### src/rtl/dll_trk_pkg.sv
// Shared state type and code-width constants for the DLL delay-code tracker.
package dll_trk_pkg;

    typedef enum logic [2:0] {
        ST_IDLE     = 3'd0,
        ST_LOCKWAIT = 3'd1,
        ST_REQ      = 3'd2,
        ST_SETTLE   = 3'd3,
        ST_SAMP1    = 3'd4,
        ST_SAMP2    = 3'd5,
        ST_HOLD     = 3'd6
    } trk_state_e;

    localparam int CODE_W   = 6;
    localparam int CODE_MAX = 63;
    localparam int CODE_MIN = 0;
    localparam int OFS_W    = 7;
    // Wide enough for 0..63 plus -64..+63 without wrapping.
    localparam int SUM_W    = 8;

endpackage

### src/rtl/dll_code_sat_add.sv
// Combinational 6-bit unsigned code plus 7-bit signed offset, clamped to the
// legal delay-code range.
module dll_code_sat_add
    import dll_trk_pkg::*;
(
    input  logic [CODE_W-1:0] code_i,
    input  logic [OFS_W-1:0]  ofs_i,
    output logic [CODE_W-1:0] sum_o
);

    localparam logic signed [SUM_W-1:0] SUM_MAX = SUM_W'(CODE_MAX);
    localparam logic signed [SUM_W-1:0] SUM_MIN = SUM_W'(CODE_MIN);

    logic signed [SUM_W-1:0] code_ext;
    logic signed [SUM_W-1:0] ofs_ext;
    logic signed [SUM_W-1:0] sum_ext;

    always_comb begin
        code_ext = {{(SUM_W-CODE_W){1'b0}}, code_i};
        ofs_ext  = {{(SUM_W-OFS_W){ofs_i[OFS_W-1]}}, ofs_i};
        sum_ext  = code_ext + ofs_ext;
        if (sum_ext < SUM_MIN) begin
            sum_o = CODE_W'(CODE_MIN);
        end else if (sum_ext > SUM_MAX) begin
            sum_o = CODE_W'(CODE_MAX);
        end else begin
            sum_o = sum_ext[CODE_W-1:0];
        end
    end

endmodule

### src/rtl/dll_dcntl_tracker.sv
// Tracks the DLL delay code: periodic UDDCNTL updates, double-sampling, offset
// with saturation. Optional hysteresis on the slave code via `DCNTL_HYST_EN.
module dll_dcntl_tracker
    import dll_trk_pkg::*;
#(
    parameter int LOCK_WAIT    = 64,
    parameter int UPD_PULSE    = 2,
    parameter int SETTLE       = 4,
    parameter int UPD_INTERVAL = 1024,
    parameter int MAX_RETRY    = 3,
    parameter int HYST         = 1
) (
    input  logic              CLKI,
    input  logic              RSTN,
    input  logic              DLL_LOCK,
    input  logic [CODE_W-1:0] DCNTL,
    input  logic [OFS_W-1:0]  OFFSET,
    input  logic              FREEZE,
    output logic              UDDCNTL,
    output logic [CODE_W-1:0] SDCNTL,
    output logic              SVALID,
    output logic              ERR
);

    localparam int CNT_A   = (LOCK_WAIT > UPD_INTERVAL) ? LOCK_WAIT : UPD_INTERVAL;
    localparam int CNT_B   = (UPD_PULSE > SETTLE) ? UPD_PULSE : SETTLE;
    localparam int CNT_MAX = (CNT_A > CNT_B) ? CNT_A : CNT_B;
    localparam int CNT_W   = $clog2(CNT_MAX + 1);
    localparam int RTY_W   = $clog2(MAX_RETRY + 1);

    localparam logic [CNT_W-1:0] LW_TC    = CNT_W'(LOCK_WAIT - 1);
    localparam logic [CNT_W-1:0] PULSE_TC = CNT_W'(UPD_PULSE - 1);
    localparam logic [CNT_W-1:0] SET_TC   = CNT_W'(SETTLE - 1);
    localparam logic [CNT_W-1:0] INT_TC   = CNT_W'(UPD_INTERVAL - 1);
    localparam logic [RTY_W-1:0] RTY_MAX  = RTY_W'(MAX_RETRY);

    if (LOCK_WAIT < 1 || UPD_PULSE < 1 || SETTLE < 1 || UPD_INTERVAL < 1 ||
        MAX_RETRY < 1 || HYST < 0 || HYST > CODE_MAX) begin : g_bad_params
        $error("dll_dcntl_tracker: illegal parameter value");
    end

    trk_state_e        state_q, state_d;
    logic              lock_meta_q, lock_meta_d;
    logic              lock_s_q, lock_s_d;
    logic [CNT_W-1:0]  cnt_q, cnt_d;
    logic [RTY_W-1:0]  retry_q, retry_d;
    logic [CODE_W-1:0] s1_q, s1_d;
    logic [CODE_W-1:0] sdcntl_q, sdcntl_d;
    logic              svalid_q, svalid_d;
    logic              err_q, err_d;

    logic [CODE_W-1:0] sat_code;
    logic              load_en;

    dll_code_sat_add u_sat_add (
        .code_i (s1_q),
        .ofs_i  (OFFSET),
        .sum_o  (sat_code)
    );

`ifdef DCNTL_HYST_EN
    localparam logic [CODE_W-1:0] HYST_T = CODE_W'(HYST);
    logic [CODE_W-1:0] code_diff;

    // Small steps are suppressed only once a valid code is already driven.
    always_comb begin
        code_diff = (sat_code > sdcntl_q) ? (sat_code - sdcntl_q) : (sdcntl_q - sat_code);
        load_en   = !svalid_q || (code_diff > HYST_T);
    end
`else
    always_comb begin
        load_en = 1'b1;
    end
`endif

    always_comb begin
        lock_meta_d = DLL_LOCK;
        lock_s_d    = lock_meta_q;
        state_d     = state_q;
        cnt_d       = cnt_q;
        retry_d     = retry_q;
        s1_d        = s1_q;
        sdcntl_d    = sdcntl_q;
        svalid_d    = svalid_q;
        err_d       = err_q;

        // Lock loss overrides everything, including a matching SAMP2.
        if (!lock_s_q) begin
            state_d  = ST_IDLE;
            cnt_d    = '0;
            retry_d  = '0;
            svalid_d = 1'b0;
        end else begin
            case (state_q)
                ST_IDLE: begin
                    state_d = ST_LOCKWAIT;
                    cnt_d   = '0;
                end
                ST_LOCKWAIT: begin
                    if (cnt_q == LW_TC) begin
                        state_d = ST_REQ;
                        cnt_d   = '0;
                    end else begin
                        cnt_d = cnt_q + 1'b1;
                    end
                end
                ST_REQ: begin
                    if (cnt_q == PULSE_TC) begin
                        state_d = ST_SETTLE;
                        cnt_d   = '0;
                    end else begin
                        cnt_d = cnt_q + 1'b1;
                    end
                end
                ST_SETTLE: begin
                    if (cnt_q == SET_TC) begin
                        state_d = ST_SAMP1;
                        cnt_d   = '0;
                    end else begin
                        cnt_d = cnt_q + 1'b1;
                    end
                end
                ST_SAMP1: begin
                    s1_d    = DCNTL;
                    state_d = ST_SAMP2;
                end
                ST_SAMP2: begin
                    cnt_d = '0;
                    if (DCNTL == s1_q) begin
                        retry_d  = '0;
                        svalid_d = 1'b1;
                        state_d  = ST_HOLD;
                        if (load_en) begin
                            sdcntl_d = sat_code;
                        end
                    end else begin
                        if (retry_q != RTY_MAX) begin
                            retry_d = retry_q + 1'b1;
                        end
                        if (retry_d == RTY_MAX) begin
                            err_d = 1'b1;
                        end
                        state_d = ST_REQ;
                    end
                end
                ST_HOLD: begin
                    // FREEZE parks the counter at terminal until it drops.
                    if (cnt_q == INT_TC) begin
                        if (!FREEZE) begin
                            state_d = ST_REQ;
                            cnt_d   = '0;
                        end
                    end else begin
                        cnt_d = cnt_q + 1'b1;
                    end
                end
                default: begin
                    state_d = ST_IDLE;
                    cnt_d   = '0;
                end
            endcase
        end
    end

    always_ff @(posedge CLKI or negedge RSTN) begin
        if (!RSTN) begin
            state_q     <= ST_IDLE;
            lock_meta_q <= 1'b0;
            lock_s_q    <= 1'b0;
            cnt_q       <= '0;
            retry_q     <= '0;
            s1_q        <= '0;
            sdcntl_q    <= '0;
            svalid_q    <= 1'b0;
            err_q       <= 1'b0;
        end else begin
            state_q     <= state_d;
            lock_meta_q <= lock_meta_d;
            lock_s_q    <= lock_s_d;
            cnt_q       <= cnt_d;
            retry_q     <= retry_d;
            s1_q        <= s1_d;
            sdcntl_q    <= sdcntl_d;
            svalid_q    <= svalid_d;
            err_q       <= err_d;
        end
    end

    assign UDDCNTL = lock_s_q && (state_q == ST_REQ);
    assign SDCNTL  = sdcntl_q;
    assign SVALID  = svalid_q;
    assign ERR     = err_q;

endmodule

### config.mk
export PLATFORM = sky130hd
export DESIGN_NAME = dll_dcntl_tracker
export DESIGN_NICKNAME = d
export VERILOG_FILES = /design/src/rtl/dll_trk_pkg.sv /design/src/rtl/dll_code_sat_add.sv /design/src/rtl/dll_dcntl_tracker.sv
export SDC_FILE = /design/constraint.sdc
export NUM_CORES = 1
export LEC_CHECK = 0
export BUFFER_PORTS_ARGS = -buffer_cell sky130_fd_sc_hd__buf_2
export CORE_MARGIN = 2
export CORE_UTILIZATION = 50
export DETAILED_ROUTE_END_ITERATION = 8
export PLACE_DENSITY = 0.69
export SETUP_SLACK_MARGIN = 0.05
export SYNTH_ARGS = -nofsm -noshare
export SYNTH_HDL_FRONTEND = slang
export SYNTH_SLANG_ARGS = --single-unit
### constraint.sdc
create_clock -name CLKI -period 3.1 [get_ports CLKI]
set_clock_uncertainty 0.15 [all_clocks]
set_input_delay 0.31 -clock CLKI [delete_from_list [all_inputs] [get_ports CLKI]]
set_output_delay 0.31 -clock CLKI [all_outputs]
set_load 0.01 [all_outputs]
* Word level (Yosys, flattened, before mapping) *
Cells that the tools add are included.

word-level totals
  word-level logic and storage cells = 72
  output and inout port bits = 9
  bits of input ports = 17
  register bits = 32

cells by class
  order comparisons = 2
  add/sub/neg operators = 3
  equality and inequality tests = 22
  reductions and logical operators = 8
  bitwise logic cells = 1
  muxes and demuxes = 27

operators by type and width
  operator               number
  $mux 11                6
  $pmux 11 s5            1
  $mux 3                 7
  $pmux 3 s7             1
  $ne 3x3->1 const B     5
  $mux 2                 7
  $mux 6                 2
  $add 11x1->11 const B  1
  $eq 11x1->1 const B    1
  $eq 11x10->1 const B   1
  $eq 11x2->1 const B    1
  $eq 11x6->1 const B    1
  $eq 3x3->1 const B     3
  $add 7x7->8            1
  $gt 8x7->1 const B     1
  $lt 8x1->1 const B     1
  $eq 3x2->1 const B     2
  $eq 6x6->1             1
  $reduce_and 2->1       3
  $reduce_and 5->1       1
  $ne 2x1->1 const B     2
  $ne 2x2->1 const B     2
  $ne 4x4->1 const B     1
  $reduce_and 4->1       1
  8 further kinds        10

* Depth between registers and ports, before layout *
  depth in word-level cells = 8
  depth in mapped cells = 9
  gate-level depth less buffers = 8

* By module *
From an unflattened synthesis, not the netlist that was laid out.

second synthesis, totals
  cells, all modules = 220
  area total of the unflattened synthesis = 2109.5 um^2

by module, submodules not included
  module             cells an instance  sequential area each (um^2)  instances  area an instance (um^2)
  dll_dcntl_tracker  170                800.8                        1          1749.2
  dll_code_sat_add   50                 0.0                          1          360.3

* Worst setup path before layout *
Ideal clock, no wire load.

  kind = flip-flop to flip-flop
  start = register s1_q[0]
  end = register sdcntl_q[4] (netlist: SDCNTL[4])
  stages on the path, launching flop included = 10
  library setup time = 134 ps
  data arrival time = 1902 ps
  path buffers = 1
  required time = 2816 ps
  clock period less this slack = 2186 ps
  setup slack = 914 ps
  path through = dfrtp_1 ha_1 inv_1 fa_1 nor2b_1 o31ai_1 and4_1 clkbuf_1 a2111oi_0 o21ai_0

between the ends
  word-level cells in the longest chain between the ends = 4
  elaborated cells on any way between the ends = 7
  those cells by class = 1 x add/sub; 2 x order compare; 1 x eq/ne; 2 x mux; 1 x reduce/logical

RTL lines
  item                      line                      text
  start: declaration        dll_dcntl_tracker.sv:47   logic [CODE_W-1:0] s1_q, s1_d;
  start signal: assignment  dll_dcntl_tracker.sv:172  s1_q <= '0;
  start signal: assignment  dll_dcntl_tracker.sv:182  s1_q <= s1_d;
  $add 7x7->8               dll_code_sat_add.sv:21    sum_ext = code_ext + ofs_ext;
  $gt 8x7->1                dll_code_sat_add.sv:24    end else if (sum_ext > SUM_MAX) begin
  $mux 6                    dll_code_sat_add.sv:24
  $mux 6                    dll_code_sat_add.sv:22    if (sum_ext < SUM_MIN) begin
  end signal: assignment    dll_dcntl_tracker.sv:183  sdcntl_q <= sdcntl_d;
  end: declaration          dll_dcntl_tracker.sv:48   logic [CODE_W-1:0] sdcntl_q, sdcntl_d;

Several ways; a longest one is shown, not always the timed one.
A chain may end at the register's enable or synchronous reset.

* Worst setup path after layout *
  start = register cnt_q[0]
  end = register cnt_q[5]

between the ends
  word-level cells in the longest chain between the ends = 4
  elaborated cells on any way between the ends = 13
  those cells by class = 1 x add/sub; 5 x eq/ne; 6 x mux; 1 x reduce/logical

RTL lines
  item                                   line                      text
  start: declaration                     dll_dcntl_tracker.sv:45   logic [CNT_W-1:0] cnt_q, cnt_d;
  start signal: assignment               dll_dcntl_tracker.sv:180  cnt_q <= cnt_d;
  $add 11x1->11 (tied with other cells)  -
  $mux 11 (on tied branches)             -
  $pmux 11 s5                            dll_dcntl_tracker.sv:94   case (state_q)
  $mux 11                                dll_dcntl_tracker.sv:88   if (!lock_s_q) begin

Several ways; a longest one is shown, not always the timed one.

==> impl_metrics.toml <==
[layout]
final_util_pct = 58.9
final-seq-area_um2 = 801
fillers = 351
final_nets = 280
n_antenna_cell = 0
post_route_cells_drive_above_1_share_pct = 21.2
multiInputGateArea_um2 = 1170
layout_common_cells = "32 x dfrtp_1, 26 x nand2_1, 25 x buf_2"
areaGrowthSynthToFinish_pct = 13.4
final_common_cell = "dfrtp_1"
fin_cells = 305

[clock_tree]
root_buffer = "clkbuf_8"
cts_tree = "done"
htree_levels = 2
ctsLongestPathBuffers = 2
cts.clk_slew.worst_paths_ns = 0.08
clk_latency_ns = 0.30
cts_num_sinks = 32
numCtsBuffers = 5

[routing]
drt_iter0_drc = 86
routedWlPerCell_um = 13.9
routed_wl_mm = 4.24
final_antenna_net_count = 0
drc = 0
vias_per_cell = 5.58
drtPass1Iterations = 4
vias = 1702

[power_and_ir_drop]
p_int_uw = 833
comb_power_share_pct = 34.4
sw_frac_of_total_pct = 37.2
leakagePower_uw = 0.00106
power_density_nw_per_um2 = 562
ir_drop_uv = 319
clkPwrFrac_pct = 25.0
seq_power_share_pct = 40.6
power_switching_uw = 493

[logic_synthesis]
synthesis.nets = 251
synth_area_um2 = 2080
synth.ff_latch_count = 32
async_flop_share_pct = 100
synth_ff_type = "dfrtp_1"
yosysSeqAreaShare_pct = 38.5
synth_cell_types = 52
synth_xor_area_share_pct = 3.79
synth_cells = 225
synthMuxAreaShare_pct = 3.19
synth-compound-area-share_pct = 20.6
synth-adder-area-share_pct = 5.78
synth.avg_cell_area_um2 = 9.24
yosys_warnings = 0
synthSimpleGateAreaFrac_pct = 22.9
synth_top_family_by_area = "simple AND/OR/NAND/NOR gates"
synth_edf_count = 0

[sta]
timing.setup.tns_ns = 0
finalSetupViolations = 0
hold_ws_ns = 0.107
final-hold-violation-count = 0
post-route-min-period_ns = 2.64
max_slew_margin_pct = 34.7
tightest_slew_ns = 0.971
fin_crit_sh_pct = 85.2
fmax_ghz = 0.379
drv_slew = 0
rsz0062_at_grt = "no"

[grt]
grt_usage_pct = 21.3
grt_pass1_vias = 1601
grt_pass1_wl_mm = 7.31
grt_overflow = 0
antenna_found_initial = 0
grt_max_degree = 33

[worst_hold_path]
hold_class = "input port to flop"

[placement]
gp_congestion = 0.808
portBuffers = 25
place_hpwl_mm = 3.13
dp.cells = 295

[floorplanning]
die_w_um = 68.5
start_util_pct = 52.0
core_um2 = 4000
io_pins = 26
die_h_um = 68.5
rows = 23
die-area_um2 = 4690

[worst_setup_path]
critical_path_class = "flop to flop"
worst_setup_path_end_kind = "flop"
cp_data_arrival_time_ns = 2.71
critPathRequiredTime_ns = 3.17
cp_max_fo = 10
cp-start-kind = "flop"

[run]
maxCapViolCount = 0

[run_status]
status = "finished, final reports clean"
-- cells in the mapped netlist, drive strengths merged, types with 2 or more instances --
cell type	number	share of area [%]
or3	7	2.1
ha	8	4.8
o221ai	5	2.4
mux2	5	2.7
nand4	2	0.60
dfrtp	32	39
a22oi	4	2.4
a21boi	3	1.1
nor2	16	2.9
buf	6	2.0
and3	2	0.60
inv	15	2.7
nor4	10	3.3
o31a	2	0.84
o211ai	8	3.6
nor2b	4	1.2
nand3	5	1.2
nand2b	3	0.90
xnor2	2	0.84
nor4b	2	0.84
and4	2	0.84
a21oi	5	1.2
o21ai	17	4.1
clkbuf	3	0.54
o21a	3	1.1
xor2	7	2.9
nor3	2	0.48
nand3b	2	0.72
nand2	26	4.7
-- metrics by stage --
step,cell area [um2],total power [uW],setup WS [ns]
floorplan,2080,906,0.914
finish,2360,1330,0.459
detailed placement,2240,998,0.416
CTS,2360,1340,0.411
global route,2360,1430,0.268
global placement,2240,987,0.518
-- area by class of cell --
| cell class | instances | share of cell area [%] |
|---|---|---|
| multi-input cells | 169 | 49.6 |
| flip-flops and latches | 32 | 34.0 |
| repair buffers | 31 | 7.43 |
| clock buffers | 5 | 2.92 |
| well taps | 50 | 2.65 |
| inverters | 15 | 2.39 |
| clock inverters | 3 | 1.01 |
-- power by group through the flow --
stage | clock network (uW) | registers, uW | logic (uW)
3_5_place_dp | 0 | 544 | 454
5_1_grt | 367 | 546 | 516
3_3_place_gp | 0 | 543 | 443
6_report | 331 | 538 | 456
2_1_floorplan | 0 | 510 | 396
4_1_cts | 343 | 537 | 460
-- worst max-delay path, stage by stage (launching register included) --
cell and delay, ns:
dfrtp_1 0.43, ha_1 0.30, mux2i_1 0.16, nor4_1 0.08, nor4_2 0.84, buf_4 0.31
o211ai_1 0.12, a22oi_2 0.19
-- metal layers --
| metal | vias up | track usage (%) | wire, um |
|---|---|---|---|
| li1 | 873 | - | - |
| met1 | 783 | 28.1 | 2020 |
| met2 | 39 | 32.2 | 1910 |
| met3 | 7 | 6.49 | 251 |
| met4 | 0 | 9.75 | 66 |
| met5 | - | 0 | 0 |
-- path summary, 6_finish.rpt --
| check | endpoint | startpoint | depth (start not counted) | slack, ns |
|---|---|---|---|---|
| worst max register to register | cnt_q[5] | cnt_q[0] | 7 | 0.46 |
| max in group asynchronous | s1_q[3] | RSTN | 2 | 1.89 |
| worst min-delay path | s1_q[1] | DCNTL[1] | 3 | 0.11 |
| worst max-delay path | cnt_q[5] | cnt_q[0] | 7 | 0.46 |
| worst min register to register | lock_s_q | lock_meta_q | 0 | 0.20 |
| min in group asynchronous | cnt_q[5] | RSTN | 2 | 0.45 |
-- cells by family after synthesis --
logic type               count (synthesis)
AND/OR/NAND/NOR                         90
XOR/XNOR                                 9
flip-flops                              32
buffers and inverters                   24
AO/OA/AOI/OAI                           55
multiplexers                             6
adder cells (fa/ha/maj)                  9
-- flip-flops by register name, indices dropped and copies added, names as in the netlist --
signal,count
lock_meta_q,1
lock_s_q,1
s1_q,6
ERR,1
SDCNTL,6
retry_q,2
SVALID,1
cnt_q,11
state_q,3
-- what timing repair did --
item                                    CTS  global route
hold buffers                              2             0
endpoints found under the setup margin    0             0
buffers inserted                          0             0
resized for setup                         0             0
endpoints found under the hold margin    33             0
Power figures use the tool's default switching activity.
